`config.mk`:
```
export PLATFORM = sky130hd
export DESIGN_NAME = amo_engine
export DESIGN_NICKNAME = d
export VERILOG_FILES = /design/src/rtl/amo_pkg.sv /design/src/rtl/amo_alu.sv /design/src/rtl/amo_engine.sv
export SDC_FILE = /design/constraint.sdc
export NUM_CORES = 1
export LEC_CHECK = 0
export CAP_MARGIN = 5
export CORE_MARGIN = 2
export CORE_UTILIZATION = 50
export DETAILED_ROUTE_END_ITERATION = 7
export DONT_BUFFER_PORTS = 1
export HOLD_SLACK_MARGIN = 0.1
export PLACE_DENSITY_LB_ADDON = 0.1
export SYNTH_ARGS = -nofsm -noshare
export SYNTH_HDL_FRONTEND = slang
export SYNTH_SLANG_ARGS = --single-unit
```
`constraint.sdc`:
```
create_clock -name clk -period 7.55 [get_ports clk]
set_clock_uncertainty 0.2 [all_clocks]
set_input_delay 1.51 -clock clk [delete_from_list [all_inputs] [get_ports clk]]
set_output_delay 1.51 -clock clk [all_outputs]
set_load 0.005 [all_outputs]
```
`src/rtl/amo_pkg.sv`:
```
// Shared opcode, state and operation definitions for the atomic memory operation engine.
package amo_pkg;

  localparam logic [4:0] F5_ADD  = 5'b00000;
  localparam logic [4:0] F5_SWAP = 5'b00001;
  localparam logic [4:0] F5_LR   = 5'b00010;
  localparam logic [4:0] F5_SC   = 5'b00011;
  localparam logic [4:0] F5_XOR  = 5'b00100;
  localparam logic [4:0] F5_OR   = 5'b01000;
  localparam logic [4:0] F5_AND  = 5'b01100;
  localparam logic [4:0] F5_MIN  = 5'b10000;
  localparam logic [4:0] F5_MAX  = 5'b10100;
  localparam logic [4:0] F5_MINU = 5'b11000;
  localparam logic [4:0] F5_MAXU = 5'b11100;

  typedef enum logic [2:0] {
    S_IDLE,
    S_READ,
    S_CALC,
    S_WRITE,
    S_DONE
  } state_e;

  typedef enum logic [3:0] {
    OP_ADD,
    OP_SWAP,
    OP_LR,
    OP_SC,
    OP_XOR,
    OP_OR,
    OP_AND,
    OP_MIN,
    OP_MAX,
    OP_MINU,
    OP_MAXU
  } amo_op_e;

  // Unrecognised funct5 codes behave as SWAP.
  function automatic amo_op_e decode_op(input logic [4:0] f);
    case (f)
      F5_ADD:  return OP_ADD;
      F5_LR:   return OP_LR;
      F5_SC:   return OP_SC;
      F5_XOR:  return OP_XOR;
      F5_OR:   return OP_OR;
      F5_AND:  return OP_AND;
      F5_MIN:  return OP_MIN;
      F5_MAX:  return OP_MAX;
      F5_MINU: return OP_MINU;
      F5_MAXU: return OP_MAXU;
      default: return OP_SWAP;
    endcase
  endfunction

endpackage

```
`src/rtl/amo_alu.sv`:
```
// Combinational read-modify-write function: new memory value from old value and rs2.
module amo_alu
  import amo_pkg::*;
#(
  parameter int XLEN = 32
) (
  input  logic [XLEN-1:0] old_val,
  input  logic [XLEN-1:0] operand,
  input  logic [4:0]      funct5,
  output logic [XLEN-1:0] new_val
);

  logic signed [XLEN-1:0] old_s;
  logic signed [XLEN-1:0] opd_s;

  assign old_s = old_val;
  assign opd_s = operand;

  // Select the new value; MIN/MAX only replace old on a strict win so ties keep old.
  always_comb begin
    new_val = operand;
    case (decode_op(funct5))
      OP_ADD:  new_val = old_val + operand;
      OP_XOR:  new_val = old_val ^ operand;
      OP_OR:   new_val = old_val | operand;
      OP_AND:  new_val = old_val & operand;
      OP_MIN:  new_val = (opd_s < old_s) ? operand : old_val;
      OP_MAX:  new_val = (opd_s > old_s) ? operand : old_val;
      OP_MINU: new_val = (operand < old_val) ? operand : old_val;
      OP_MAXU: new_val = (operand > old_val) ? operand : old_val;
      default: new_val = operand;
    endcase
  end

endmodule

```
`src/rtl/amo_engine.sv`:
```
// AMO / LR / SC sequencer: read-modify-write over a single-port memory handshake
// with a single-entry load reservation.
module amo_engine
  import amo_pkg::*;
#(
  parameter int XLEN          = 32,
  parameter int ADDR_W        = 32,
  parameter int RSV_GRAN_LOG2 = 2
) (
  input  logic              clk,
  input  logic              reset,
  input  logic              req_valid,
  output logic              req_ready,
  input  logic [4:0]        req_funct5,
  input  logic [ADDR_W-1:0] req_addr,
  input  logic [XLEN-1:0]   req_operand,
  output logic              resp_valid,
  output logic [XLEN-1:0]   resp_rdata,
  output logic              resp_misaligned,
  output logic [ADDR_W-1:0] mem_addr,
  output logic              mem_read,
  output logic              mem_write,
  output logic [XLEN-1:0]   mem_wdata,
  input  logic [XLEN-1:0]   mem_rdata,
  input  logic              mem_resp,
  input  logic              snoop_valid,
  input  logic [ADDR_W-1:0] snoop_addr
);

  localparam int ALIGN_W = $clog2(XLEN / 8);
  localparam int GRAN_W  = ADDR_W - RSV_GRAN_LOG2;

  state_e state, state_nxt;

  logic [4:0]        funct5_q;
  logic [ADDR_W-1:0] addr_q;
  logic [XLEN-1:0]   operand_q;
  logic [XLEN-1:0]   rdata_q;
  logic [XLEN-1:0]   wdata_q;
  logic              misalign_q;
  logic [XLEN-1:0]   alu_new;

  logic              rsv_valid;
  logic [GRAN_W-1:0] rsv_gran;

  logic accept, req_misaligned, req_is_lr, req_is_sc;
  logic snoop_hit_rsv, snoop_hit_lr, sc_success, lr_done;
  logic unused_snoop_bits;

  assign accept         = req_valid & req_ready;
  assign req_misaligned = (req_addr[ALIGN_W-1:0] != '0);
  assign req_is_lr      = (decode_op(req_funct5) == OP_LR);
  assign req_is_sc      = (decode_op(req_funct5) == OP_SC);

  // A snoop in the accept cycle already counts against the SC.
  assign snoop_hit_rsv = snoop_valid & rsv_valid &
                         (snoop_addr[ADDR_W-1:RSV_GRAN_LOG2] == rsv_gran);
  assign snoop_hit_lr  = snoop_valid &
                         (snoop_addr[ADDR_W-1:RSV_GRAN_LOG2] == addr_q[ADDR_W-1:RSV_GRAN_LOG2]);
  assign sc_success    = rsv_valid & ~snoop_hit_rsv &
                         (req_addr[ADDR_W-1:RSV_GRAN_LOG2] == rsv_gran);
  assign lr_done       = (state == S_READ) & mem_resp & (decode_op(funct5_q) == OP_LR);

  assign unused_snoop_bits = ^snoop_addr[RSV_GRAN_LOG2-1:0];

  amo_alu #(.XLEN(XLEN)) u_alu (
    .old_val (rdata_q),
    .operand (operand_q),
    .funct5  (funct5_q),
    .new_val (alu_new)
  );

  assign mem_addr        = addr_q;
  assign mem_wdata       = wdata_q;
  assign resp_rdata      = resp_valid ? rdata_q : '0;
  assign resp_misaligned = resp_valid & misalign_q;

  // State register.
  always_ff @(posedge clk or posedge reset) begin
    if (reset) state <= S_IDLE;
    else       state <= state_nxt;
  end

  // Next-state and handshake outputs; memory strobes are pure state decodes so reset drops them at once.
  always_comb begin
    state_nxt  = state;
    req_ready  = 1'b0;
    mem_read   = 1'b0;
    mem_write  = 1'b0;
    resp_valid = 1'b0;
    case (state)
      S_IDLE: begin
        req_ready = 1'b1;
        if (req_valid) begin
          if (req_misaligned) state_nxt = S_DONE;
          else if (req_is_sc) state_nxt = sc_success ? S_WRITE : S_DONE;
          else                state_nxt = S_READ;
        end
      end
      S_READ: begin
        mem_read = 1'b1;
        if (mem_resp) state_nxt = (decode_op(funct5_q) == OP_LR) ? S_DONE : S_CALC;
      end
      S_CALC:  state_nxt = S_WRITE;
      S_WRITE: begin
        mem_write = 1'b1;
        if (mem_resp) state_nxt = S_DONE;
      end
      S_DONE: begin
        resp_valid = 1'b1;
        state_nxt  = S_IDLE;
      end
      default: state_nxt = S_IDLE;
    endcase
  end

  // Request latches, captured old value and write data.
  always_ff @(posedge clk or posedge reset) begin
    if (reset) begin
      funct5_q   <= '0;
      addr_q     <= '0;
      operand_q  <= '0;
      rdata_q    <= '0;
      wdata_q    <= '0;
      misalign_q <= 1'b0;
    end else begin
      if (accept) begin
        funct5_q   <= req_funct5;
        addr_q     <= req_addr;
        operand_q  <= req_operand;
        misalign_q <= req_misaligned;
        if (req_misaligned) begin
          rdata_q <= '0;
        end else if (req_is_sc) begin
          rdata_q <= sc_success ? '0 : {{(XLEN-1){1'b0}}, 1'b1};
          wdata_q <= req_operand;
        end
      end
      if ((state == S_READ) && mem_resp) rdata_q <= mem_rdata;
      if (state == S_CALC) wdata_q <= alu_new;
    end
  end

  // Reservation: SC always consumes it, LR sets it, a matching snoop kills it.
  always_ff @(posedge clk or posedge reset) begin
    if (reset) begin
      rsv_valid <= 1'b0;
      rsv_gran  <= '0;
    end else if (accept && req_is_sc && !req_misaligned) begin
      rsv_valid <= 1'b0;
    end else if (lr_done) begin
      rsv_valid <= ~snoop_hit_lr;
      rsv_gran  <= addr_q[ADDR_W-1:RSV_GRAN_LOG2];
    end else if (snoop_hit_rsv) begin
      rsv_valid <= 1'b0;
    end
  end

endmodule

```
After elaboration in Yosys (flattened, before gate mapping)
Memory sizes are Yosys's and may differ from the RTL's.
Index checks and enable logic that the tools add are counted.
Widths: inputs -> output; s select.
{ "word_totals": {"reg_bits": 168, "romBits": 512, "inputBits": 138, "out_inout_bits": 101, "wordCells": 102, "mem_count": 4} }
{ "mem_list": {"columns": ["memory", "depth", "word_bits", "read_ports", "rd_clocked_by_memory_dff", "wr", "line_no", "text"], "rows": [
  ["(no name shown)", 32, 4, 1, 0, 0, "amo_pkg.sv:40", "case (f)"],
  ["(no name shown)", 32, 4, 1, 0, 0, "amo_pkg.sv:40", null],
  ["(no name shown)", 32, 4, 1, 0, 0, "amo_pkg.sv:40", null],
  ["(no name shown)", 32, 4, 1, 0, 0, "amo_pkg.sv:40", null]
]} }
{ "op_classes": {"addsub": 1, "n_lt_le_gt_ge": 4, "eq_ne": 21, "n_mux": 32, "bitwise": 15, "reduce_logical": 16} }
{ "ops": {"columns": ["op", "n"], "rows": [
  ["$mux 32", 13],
  ["$pmux 32 s8", 1],
  ["$eq 30x30->1", 3],
  ["$gt 32x32->1", 2],
  ["$lt 32x32->1", 2],
  ["$add 32x32->32", 1],
  ["$and 32x32->32", 1],
  ["$or 32x32->32", 1],
  ["$xor 32x32->32", 1],
  ["$mux 3", 7],
  ["$eq 4x3->1 const B", 4],
  ["$eq 4x2->1 const B", 3],
  ["$eq 4x4->1 const B", 3],
  ["$pmux 3 s4", 1],
  ["$and 1x1->1", 9],
  ["$mux 1", 8],
  ["$mux 4", 2],
  ["$reduce_bool 2->1", 4],
  ["$eq 3x2->1 const B", 2],
  ["$ne 2x2->1 const B", 3],
  ["$reduce_and 3->1", 2],
  ["$reduce_bool 3->1", 2],
  ["$logic_not 4->1", 1],
  ["$reduce_and 2->1", 2],
  ["7 further kinds", 11]
]} }

Logic depth before layout (Yosys ltp)
Gate-level depths: netlist of run 1.
{ "logic_depth": {"depth_word": 10, "ltp_mapped": 16} }

Modules after synthesis
Synthesis of run 1 repeated with hierarchy kept, for this count alone.
{ "hier_totals": {"hier_cells": 1824, "hier_area_um2": 14681.6} }
{ "modules_own_cells": {"columns": ["mod", "instances", "cells_per_inst", "area_per_inst_um2", "seq_area_each_um2"], "rows": [
  ["amo_engine", 1, 789, 7947.6, 4204.0],
  ["amo_alu", 1, 1035, 6734.0, 0.0]
]} }

Worst setup path after synthesis of run 1
Ideal clock, no wire load.
{ "synth_path": {"path_kind": "register to register", "start": "reg operand_q[0]", "end": "reg wdata_q[28], in the netlist mem_wdata[28]", "setup_ns": 0.104, "arrival_ns": 3.292, "slack_ns": 3.955, "stages_incl_launch_ff": 13, "n_path_buf": 0, "synth_period_minus_slack_ns": 3.595, "path_cell_list": "dfrtp_1 -> ha_1 -> fa_1 -> a21o_1 -> a221o_1 -> a221oi_2 -> o211ai_1 -> a221oi_2 -> o21ai_1 -> a31oi_1 -> xnor2_1 -> nand2_1 -> a221oi_1"} }
{ "synth_between": {"elab_chain_cells": 4, "elab_cells_between_ends": 11, "classes_between": "add/sub (1); order compare (4); mux (6)"} }
{ "synth_rtl": {"columns": ["item", "line_no", "text"], "rows": [
  ["start, declared", "amo_engine.sv:37", "logic [XLEN-1:0] operand_q;"],
  ["start signal, assigned", "amo_engine.sv:130", "operand_q <= req_operand;"],
  ["$gt 32x32->1, or another cell as far along", "amo_alu.sv:30", "OP_MAXU: new_val = (operand > old_val) ? operand : old_val;"],
  ["$mux 32 (on tied branches)", null, null],
  ["$pmux 32 s8 (*)", "amo_alu.sv:22", "case (decode_op(funct5))"],
  ["$mux 32 (*)", "amo_engine.sv:140", "if (state == S_CALC) wdata_q <= alu_new;"],
  ["end signal, assigned", "amo_engine.sv:136", "wdata_q <= req_operand;"],
  ["end signal, assigned", "amo_engine.sv:140", null],
  ["end, declared", "amo_engine.sv:39", "logic [XLEN-1:0] wdata_q;"]
]} }
Every way passes the cells marked *; elsewhere a longest branch is shown, timed or not.
A chain may end at the register's enable or synchronous reset.

Worst setup path after layout of run 1
{ "layout_path": {"start": "reg rdata_q[31]", "end": "reg wdata_q[7], in the netlist mem_wdata[7]"} }
{ "layout_between": {"elab_chain_cells": 4, "elab_cells_between_ends": 10, "classes_between": "order compare (4); mux (6)"} }
{ "layout_rtl": {"columns": ["item", "line_no", "text"], "rows": [
  ["start, declared", "amo_engine.sv:38", "logic [XLEN-1:0] rdata_q;"],
  ["start signal, assigned", "amo_engine.sv:135", "rdata_q <= sc_success ? '0 : {{(XLEN-1){1'b0}}, 1'b1};"],
  ["start signal, assigned", "amo_engine.sv:139", "if ((state == S_READ) && mem_resp) rdata_q <= mem_rdata;"],
  ["$gt 32x32->1, or another cell as far along", "amo_alu.sv:30", null],
  ["$mux 32 (on tied branches)", null, null],
  ["$pmux 32 s8 (*)", "amo_alu.sv:22", null],
  ["$mux 32 (*)", "amo_engine.sv:140", null]
]} }
Marks and branches as above.

==> results of run 1 <==
## placed cells by master (no fill, tap or decap), types with 31 or more instances in the layout
cell,Yosys,final
ha_1,96,96
inv_1,79,78
o21ai_0,109,109
nand2_1,211,208
a21oi_1,149,148
xnor2_1,52,52
and3_1,39,39
xor2_1,62,62
mux2_2,69,69
nor3_1,44,43
nor2_1,91,88
dfrtp_1,168,168
a22o_1,31,31
## Yosys cell counts (5+ instances only)
library cell  instances
nor2_1               91
mux2i_1              30
nand2_1             211
nor3_1               44
o31a_1                5
o21bai_1              5
dfrtp_1             168
clkbuf_1             87
o2111ai_1            11
o21ai_0             109
and2_1               11
a22oi_1               8
a21o_1               18
ha_1                 96
mux2_2               69
nor4_1               21
o21a_1                5
o211ai_1             10
xnor2_1              52
nand4_1              26
o21ai_1              14
and3_1               39
nor2b_1               5
a221oi_1             16
o221ai_1             12
buf_1                10
a211oi_1             16
nand2b_1              8
o22ai_1              24
inv_1                79
nand3_1              27
xor2_1               62
a21oi_1             149
a31oi_1              17
buf_2                20
a22o_1               31
a311oi_1             17
## state kept, by name (all words and copies together), names as in the netlist
name,flops
rsv_gran,30
rsv_valid,1
state,3
operand_q,32
rdata_q,32
mem_wdata,32
misalign_q,1
mem_addr,32
funct5_q,5
## metal layers
layer	up-vias	global-route usage	wire, um
li1	5865	-	-
met1	6147	0.451	20500
met2	542	0.511	21700
met3	69	0.0740	4140
met4	0	0.103	1170
met5	-	0	0
## worst min path at each step
| stage | from | to | slack, ns | depth (start not counted) |
|---|---|---|---|---|
| after floorplan | misalign_q | misalign_q | 0.29 | 2 |
| after global placement | misalign_q | misalign_q | 0.31 | 2 |
| after detailed placement | misalign_q | misalign_q | 0.32 | 2 |
| after CTS | misalign_q | misalign_q | 0.34 | 2 |
| after global routing | misalign_q | misalign_q | 0.36 | 2 |
| final | misalign_q | misalign_q | 0.35 | 2 |
## power by group
part           total, W  leakage (nW)  switching (W)  internal (W)
sequential      0.00198          2.08       0.000664       0.00132
clock          0.000922         0.290       0.000447      0.000475
combinational   0.00451          3.91        0.00288       0.00163
total           0.00742          6.28        0.00399       0.00342
## through the flow
step / utilization / instance area, um^2 / cells
finish: 0.540 / 14600 / 1981
floorplan: - / 13900 / 1679
global placement: 0.517 / 14000 / 1949
global route: 0.540 / 14600 / 1981
CTS: 0.540 / 14600 / 1981
detailed placement: 0.517 / 14000 / 1949
## layout make-up
type | instances | area [um^2]
Fill cell | 2571 | 12500
Tap cell | 372 | 465
Sequential cell | 168 | 4200
Clock inverter | 15 | 183
Multi-Input combinational cell | 1309 | 8900
Inverter | 80 | 305
Clock buffer | 17 | 425
Timing Repair Buffer | 20 | 150
## worst register-to-register path: stages, from the launching register on
cell and delay [ns]:
dfrtp_1 0.50, inv_1 0.13, ha_1 0.82, nor4_2 0.10, nand3_1 0.16, nor2_1 0.07
nand3_1 0.22, or3_1 0.98, and2_2 0.89, o221ai_1 0.54, a221oi_1 0.41, o21ai_1 0.11
o311a_1 0.12
## logic make-up (layout without fill, tap and decap cells)
kind of cell / count (synthesis) / in the layout
buffers and inverters: 202 / 132
multiplexers: 99 / 99
XOR/XNOR: 114 / 114
AND/OR/NAND/NOR: 500 / 500
flip-flops: 168 / 168
adder cells (fa/ha/maj): 97 / 97
AO/OA/AOI/OAI: 499 / 499
==> results.cfg, run 1 <==
[drt]
post-route-drc-count = 0
vias = 12600
wire_per_inst_um = 24.0
avgViaCountPerCell = 6.37
wl_um = 47500
dr.pass1.iters = 6
ant_nets = 0
drt-initial-drc-count = 1246

[floorplan]
num_rows = 60
die_w_um = 171
ios = 239
start_util = 0.511
dieArea_um2 = 29100
chipHeight_um = 171
core_um2 = 27100

[clocking]
hold_buffers = 0
cts_setup_buffers = 0
root_buffer = clkbuf_16
cts_resized = 0
clkSlewWorstSetupHoldPaths_ns = 0.08
insertion_delay_ns = 0.45
cts_sinks = 168
h-tree-depth = 4
cts_buffers = 17
cts_max_path_buffers = 2
cts_tree = yes

[synth]
synth-simple-area-share = 0.168
ys_ff_latch = 168
synth_seq_area_share = 0.303
ys_warn_count = 0
synth_area_leaders = dfrtp_1, ha_1, nand2_1
avgSynthCellArea_um2 = 8.26
netlist_area_um2 = 13900
synth_edf_count = 0
synth_compound_gate_area_share = 0.233
synth_top_area_cell = dfrtp_1
ys_types = 67
synth_top_family_by_area = compound AO/OA/AOI/OAI gates
synthArstFlopShare = 1.00
syn_inst = 1679
yosys.area_share.xor_xnor = 0.0720
synthMuxAreaShare = 0.0777
syn_nets = 1914
synth_fa_ha_area_frac = 0.0881
ys.flop_type = dfrtp_1
netlist.area_leader.share = 0.303

[power]
power.density_nw_per_um2 = 507
finalPower_w = 0.00742
ir_worst_vdd_v = 0.000394
p_leak_nw = 6.28

[worst_setup_path]
cp_cell_sequence = inv_1 -> ha_1 -> nor4_2 -> nand3_1 -> nor2_1 -> nand3_1 -> or3_1 -> and2_2 -> o221ai_1 -> a221oi_1 -> o21ai_1 -> o311a_1
critPathKind = flop to flop
max_stage_delay_ns = 0.98
end_kind = flop
rrSetupSlack_ns = 2.16
reg2reg_from = rdata_q[31]
rr_worst_depth = 12
worstPathMaxFanout = 31
cp.required_ns = 7.68
cp-endpoint = mem_wdata[7]
critPathTopFamily = simple AND/OR/NAND/NOR gates
crit_path_frequent_cell = nand3_1
cpMaxStageDelayCell = or3_1
critPathArrivalTime_ns = 5.52
crit_path_start_kind = flop
cp.depth = 12
crit_buf_inv = 1
crit_start = rdata_q[31]
r2r-end = mem_wdata[7]

[min_path]
hold_class = flop to flop

[cells_and_area]
antenna_cells = 0
drive_above_1_share = 0.0932
nNetsFinal = 1831
area_delta_synth_final_pct = 5.54

[place]
pre_cts_slack_ns = 2.36
dp_hpwl_um = 32700
port_buffers = 0
gp_congestion = 0.978

[grt]
grt_max_degree = 104
track_usage = 0.327
grt_pass1_wl_um = 72400
antenna_found_initial = 0
grt_overflow = 0
grt_pass1_vias = 12100

[sta]
fin_setup_tns_ns = 0
slew_violations = 0
hold_violations = 0
post-route-min-period_ns = 5.39
fin_crit_sh = 0.714
clock.fmax_mhz = 186
timing.final.ws_setup_ns = 2.16
worst_slew_pin_slew_ns = 1.22
hold_slack_ns = 0.348
rsz0062_at_grt = false
setup_viol = 0
relSlewSlack = 0.188

[job]
maxCapViolations = 0

[outcome]
outcome = completed
No activity file was read; power rests on OpenSTA's default activity.
==> run 2, diff against run 1 <==
ABC_AREA = 1   (was not set)
clock period = 4.9 ns   (was 7.55 ns; I/O delays follow)
==> run 2 against run 1 <==
Net effect:
- sequential cell count did not move
- critical path depth rose by 4
- final cell count rose by 32%
- maximum frequency rose by 27%
- sequential power rose by 35%
- largest power group unchanged
- design area rose by 5.6%
- first-iteration DRC count fell by 8.5%
- combinational power rose by 76%
- hold slack got worse by 0.073 ns
- worst setup slack got worse by 1.5 ns
- wire length rose by 11%
==> results.cfg, run 2 <==
[drt]
drt-initial-drc-count = 1140
wire_per_inst_um = 20.2
avgViaCountPerCell = 5.92
post-route-drc-count = 0
ant_nets = 0
vias = 15500
dr.pass1.iters = 6
wl_um = 52900

[cells_and_area]
final_cell_mix = nand2_1, nor2_1, o21ai_0
antenna_cells = 0
nNetsFinal = 2455
drive_above_1_share = 0.0408
area_delta_synth_final_pct = 6.51
fill_cells = 2920
layout_commonest_cell = nand2_1
fin_cells = 2617

[synth]
synth_top_area_cell = dfrtp_1
ys_ff_latch = 168
ys_warn_count = 0
netlist.area_leader.share = 0.290
syn_inst = 2274
synthArstFlopShare = 1.00
ys.flop_type = dfrtp_1
synth_area_leaders = dfrtp_1, nand2_1, o21ai_0
avgSynthCellArea_um2 = 6.38
synthTopCellsByCount = nand2_1, nor2_1, o21ai_0
synth_seq_area_share = 0.290
netlist_area_um2 = 14500
yosysMostFrequentCell = nand2_1
ys_types = 43
syn_nets = 2509
synth_edf_count = 0

[sta]
relSlewSlack = 0.206
setup_viol = 0
fin_crit_sh = 0.863
clock.fmax_mhz = 236
worst_slew_pin_slew_ns = 1.19
hold_slack_ns = 0.274
hold_violations = 0
rsz0062_at_grt = false
slew_violations = 0
timing.final.ws_setup_ns = 0.669
post-route-min-period_ns = 4.23
fin_setup_tns_ns = 0

[job]
maxCapViolations = 0

[clocking]
cts_buffers = 17
cts_setup_buffers = 0
cts_resized = 0
cts_sinks = 168
h-tree-depth = 4
root_buffer = clkbuf_16
clkSlewWorstSetupHoldPaths_ns = 0.07
cts_tree = yes
cts_max_path_buffers = 2
hold_buffers = 0
insertion_delay_ns = 0.46

[worst_setup_path]
rrSetupSlack_ns = 0.67
crit_path_start_kind = flop
rr_worst_depth = 16
worstPathMaxFanout = 26
cp.required_ns = 5.04
end_kind = flop
critPathArrivalTime_ns = 4.37
critPathKind = flop to flop

[grt]
grt_pass1_vias = 15000
grt_max_degree = 96
track_usage = 0.349
antenna_found_initial = 0
grt_pass1_wl_um = 83500
grt_overflow = 0

[place]
port_buffers = 0
pre_cts_slack_ns = 0.788
placed_cells = 2585
dp_hpwl_um = 38900
gp_congestion = 1.06

[floorplan]
num_rows = 62
core_um2 = 28600
chipHeight_um = 174
die_w_um = 174
dieArea_um2 = 30400
ios = 239
start_util = 0.507

[power]
ir_worst_vdd_v = 0.000574
finalPower_w = 0.0120
p_leak_nw = 7.14
power.density_nw_per_um2 = 775

[outcome]
outcome = completed

[min_path]
hold_class = input pin to async pin
-- run 2: changes by cell type in the layout (fill, tap and decap cells not counted), moves of 19 or more --
cell	delta
o211ai_1	+35
a22o_1	-31
nor3_1	-28
xor2_1	-40
mux2i_1	-30
mux2_2	-69
xnor2_1	-44
inv_1	+142
and3_1	-37
nand2_1	+350
o21ai_0	+133
nor2_1	+204
nand3_1	+178
a21oi_1	+19
-- run 2: worst max-delay path, stage by stage (launching register included) --
cell	delay, ns
dfrtp_1	0.40
inv_1	0.21
ha_1	0.37
nor2_1	0.19
nand3_1	0.12
nor2_2	0.18
and3_1	0.30
nand2_2	0.32
nand2_2	0.51
nand2_1	0.17
nand2_2	0.22
buf_4	0.36
nand3_1	0.12
nand3_1	0.11
nand4_1	0.12
nand2_1	0.10
a21oi_1	0.06
-- run 2: layout make-up --
| type | count | area [um^2] | area share |
|---|---|---|---|
| inverter | 226 | 852 | 0.0552 |
| multi-input combinational | 1776 | 9060 | 0.586 |
| timing repair buffer | 31 | 270 | 0.0175 |
| tap | 384 | 480 | 0.0311 |
| clock buffer | 21 | 470 | 0.0305 |
| sequential | 168 | 4200 | 0.272 |
| clock inverter | 11 | 113 | 0.00729 |
-- run 2: cells by family (layout without fill, tap and decap cells) --
family	count (synthesis)	after routing	synth area share
XOR/XNOR	30	30	0.0181
AO/OA/AOI/OAI	505	505	0.192
buffers and inverters	330	289	0.0882
adder cells (fa/ha/maj)	97	97	0.0842
AND/OR/NAND/NOR	1144	1144	0.328
flip-flops	168	168	0.290
-- run 2: through the flow --
| step | instance area (um^2) | util |
|---|---|---|
| after floorplan | 14500 | - |
| after global placement | 14900 | 0.519 |
| after detailed placement | 14900 | 0.519 |
| after CTS | 15400 | 0.540 |
| after global routing | 15400 | 0.540 |
| final | 15400 | 0.540 |
-- run 2: power breakdown --
group,switching [W],internal [W]
combinational,0.00558,0.00234
clock,0.000631,0.000749
sequential,0.000666,0.00200
-- run 2: per-layer routing --
metal | vias to the layer above | global-route usage | part of all wire
met5 | - | 0 | 0
met4 | 0 | 0.118 | 0.029
met3 | 99 | 0.0947 | 0.085
met2 | 642 | 0.594 | 0.48
met1 | 7366 | 0.425 | 0.41
li1 | 7393 | - | -
-- run 2: final timing paths --
kind,to,from
setup reg to reg,mem_wdata[24],rdata_q[26]
max in group asynchronous,rdata_q[15],reset
hold reg to reg,mem_addr[0],mem_addr[0]
hold / removal,misalign_q,reset
setup / recovery,mem_wdata[24],rdata_q[26]
min in group clk,mem_addr[0],mem_addr[0]
==> run 3, diff against run 2 <==
CTS_BUF_LIST = sky130_fd_sc_hd__clkbuf_16   (was not set)
==> run 3 against run 2 <==
Net effect:
- design area shrank 0.19%
- critical path depth is the same
- combinational power is essentially flat
- sequential power is essentially flat
- global-route usage is essentially flat
- clock power shrank 4%
- largest power group unchanged
- sequential share of layout area grew 0.053 points
- largest cell class unchanged
- maximum frequency grew 0.55%
- via count grew 0.18%
- worst setup slack gained 0.023 ns
- first-iteration DRC count grew 6.7%
- final cell count is the same
==> results.cfg, run 3 (synthesized netlist as in run 2, its figures left out) <==
[place]
port_buffers = 0
gp_congestion = 1.06
placed_cells = 2585
dp_hpwl_um = 38900

[drt]
post-route-drc-count = 0
wl_um = 53100
dr.pass1.iters = 5
avgViaCountPerCell = 5.93
ant_nets = 0
drt-initial-drc-count = 1216
vias = 15500
wire_per_inst_um = 20.3

[job]
maxCapViolations = 0

[worst_setup_path]
cp.required_ns = 5.04
end_kind = flop
crit_path_start_kind = flop
worstPathMaxFanout = 26
critPathKind = flop to flop
critPathArrivalTime_ns = 4.35

[sta]
setup_viol = 0
relSlewSlack = 0.188
hold_violations = 0
worst_slew_pin_slew_ns = 1.21
fin_setup_tns_ns = 0
post-route-min-period_ns = 4.21
slew_violations = 0
clock.fmax_mhz = 238
fin_crit_sh = 0.859
rsz0062_at_grt = false
hold_slack_ns = 0.273

[clocking]
root_buffer = clkbuf_16
cts_max_path_buffers = 2
hold_buffers = 0
h-tree-depth = 4
cts_tree = yes
cts_sinks = 168
clkSlewWorstSetupHoldPaths_ns = 0.07
cts_buffers = 17
cts_resized = 0
insertion_delay_ns = 0.46
cts_setup_buffers = 0

[grt]
grt_overflow = 0
grt_pass1_vias = 15000
antenna_found_initial = 0
grt_max_degree = 96
grtUsageMet2 = 0.595
track_usage = 0.349
grtUsageMet1 = 0.426
grt_busiest_layer = met2
use_met3 = 0.0945
grt_pass1_wl_um = 83500

[cells_and_area]
area_delta_synth_final_pct = 6.31
antenna_cells = 0
nNetsFinal = 2455
layout_commonest_cell = nand2_1
fin_cells = 2617
final_cell_mix = nand2_1, nor2_1, o21ai_0
drive_above_1_share = 0.0394

[floorplan]
dieArea_um2 = 30400
chipHeight_um = 174
ios = 239
start_util = 0.507
core_um2 = 28600
num_rows = 62
die_w_um = 174

[min_path]
hold_class = input pin to async pin

[power]
p_leak_nw = 7.13
power.density_nw_per_um2 = 773
ir_worst_vdd_v = 0.000578
finalPower_w = 0.0119

[outcome]
outcome = completed
==> run 3: layer usage <==
layer | up-vias | part of all wire
li1 | 7396 | -
met1 | 7412 | 0.41
met2 | 633 | 0.48
met3 | 87 | 0.085
met4 | 0 | 0.027
met5 | - | 0
==> run 3: final cells by class <==
type,count,area (um^2)
inverters,226,852
clock buffers,17,425
repair buffers,31,270
clock inverters,15,128
well taps,384,480
multi-input cells,1776,9060
flip-flops and latches,168,4200
fillers,2922,13200
==> run 3: final timing paths <==
| kind | depth (start not counted) | from | slack [ns] | to |
|---|---|---|---|---|
| max | 16 | rdata_q[26] | 0.69 | mem_wdata[23] |
| min | 1 | reset | 0.27 | misalign_q |
| max reg2reg | 16 | rdata_q[26] | 0.69 | mem_wdata[23] |
| min reg2reg | 2 | mem_addr[0] | 0.30 | mem_addr[0] |
| max in group asynchronous | 2 | reset | 3.21 | rdata_q[15] |
| min in group clk | 2 | mem_addr[0] | 0.30 | mem_addr[0] |
==> run 3: report_power, final <==
group / switching, W / internal, W
Combinational: 0.00558 / 0.00234
Sequential: 0.000668 / 0.00200
Clock: 0.000633 / 0.000700
Total: 0.00688 / 0.00504
==> run 3: through the flow <==
step / worst slack (ns) / cell area [um^2] / util
after floorplan: 1.58 / 14500 / -
after global placement: 0.892 / 14900 / 0.519
after detailed placement: 0.788 / 14900 / 0.519
after CTS: 0.766 / 15400 / 0.539
after global routing: 0.445 / 15400 / 0.539
final: 0.692 / 15400 / 0.539
==> run 3: worst max-delay path, cell delays in order (launching register included) <==
cell,delay (ns)
dfrtp_1,0.40
inv_1,0.21
ha_1,0.37
nor2_1,0.19
nand3_1,0.12
nor2_2,0.19
and3_1,0.30
nand2_2,0.32
nand2_2,0.50
nand2_1,0.18
nand2_2,0.22
buf_4,0.35
nand2_1,0.10
nand3_1,0.10
nand4_1,0.11
nand2_1,0.12
a21oi_1,0.08
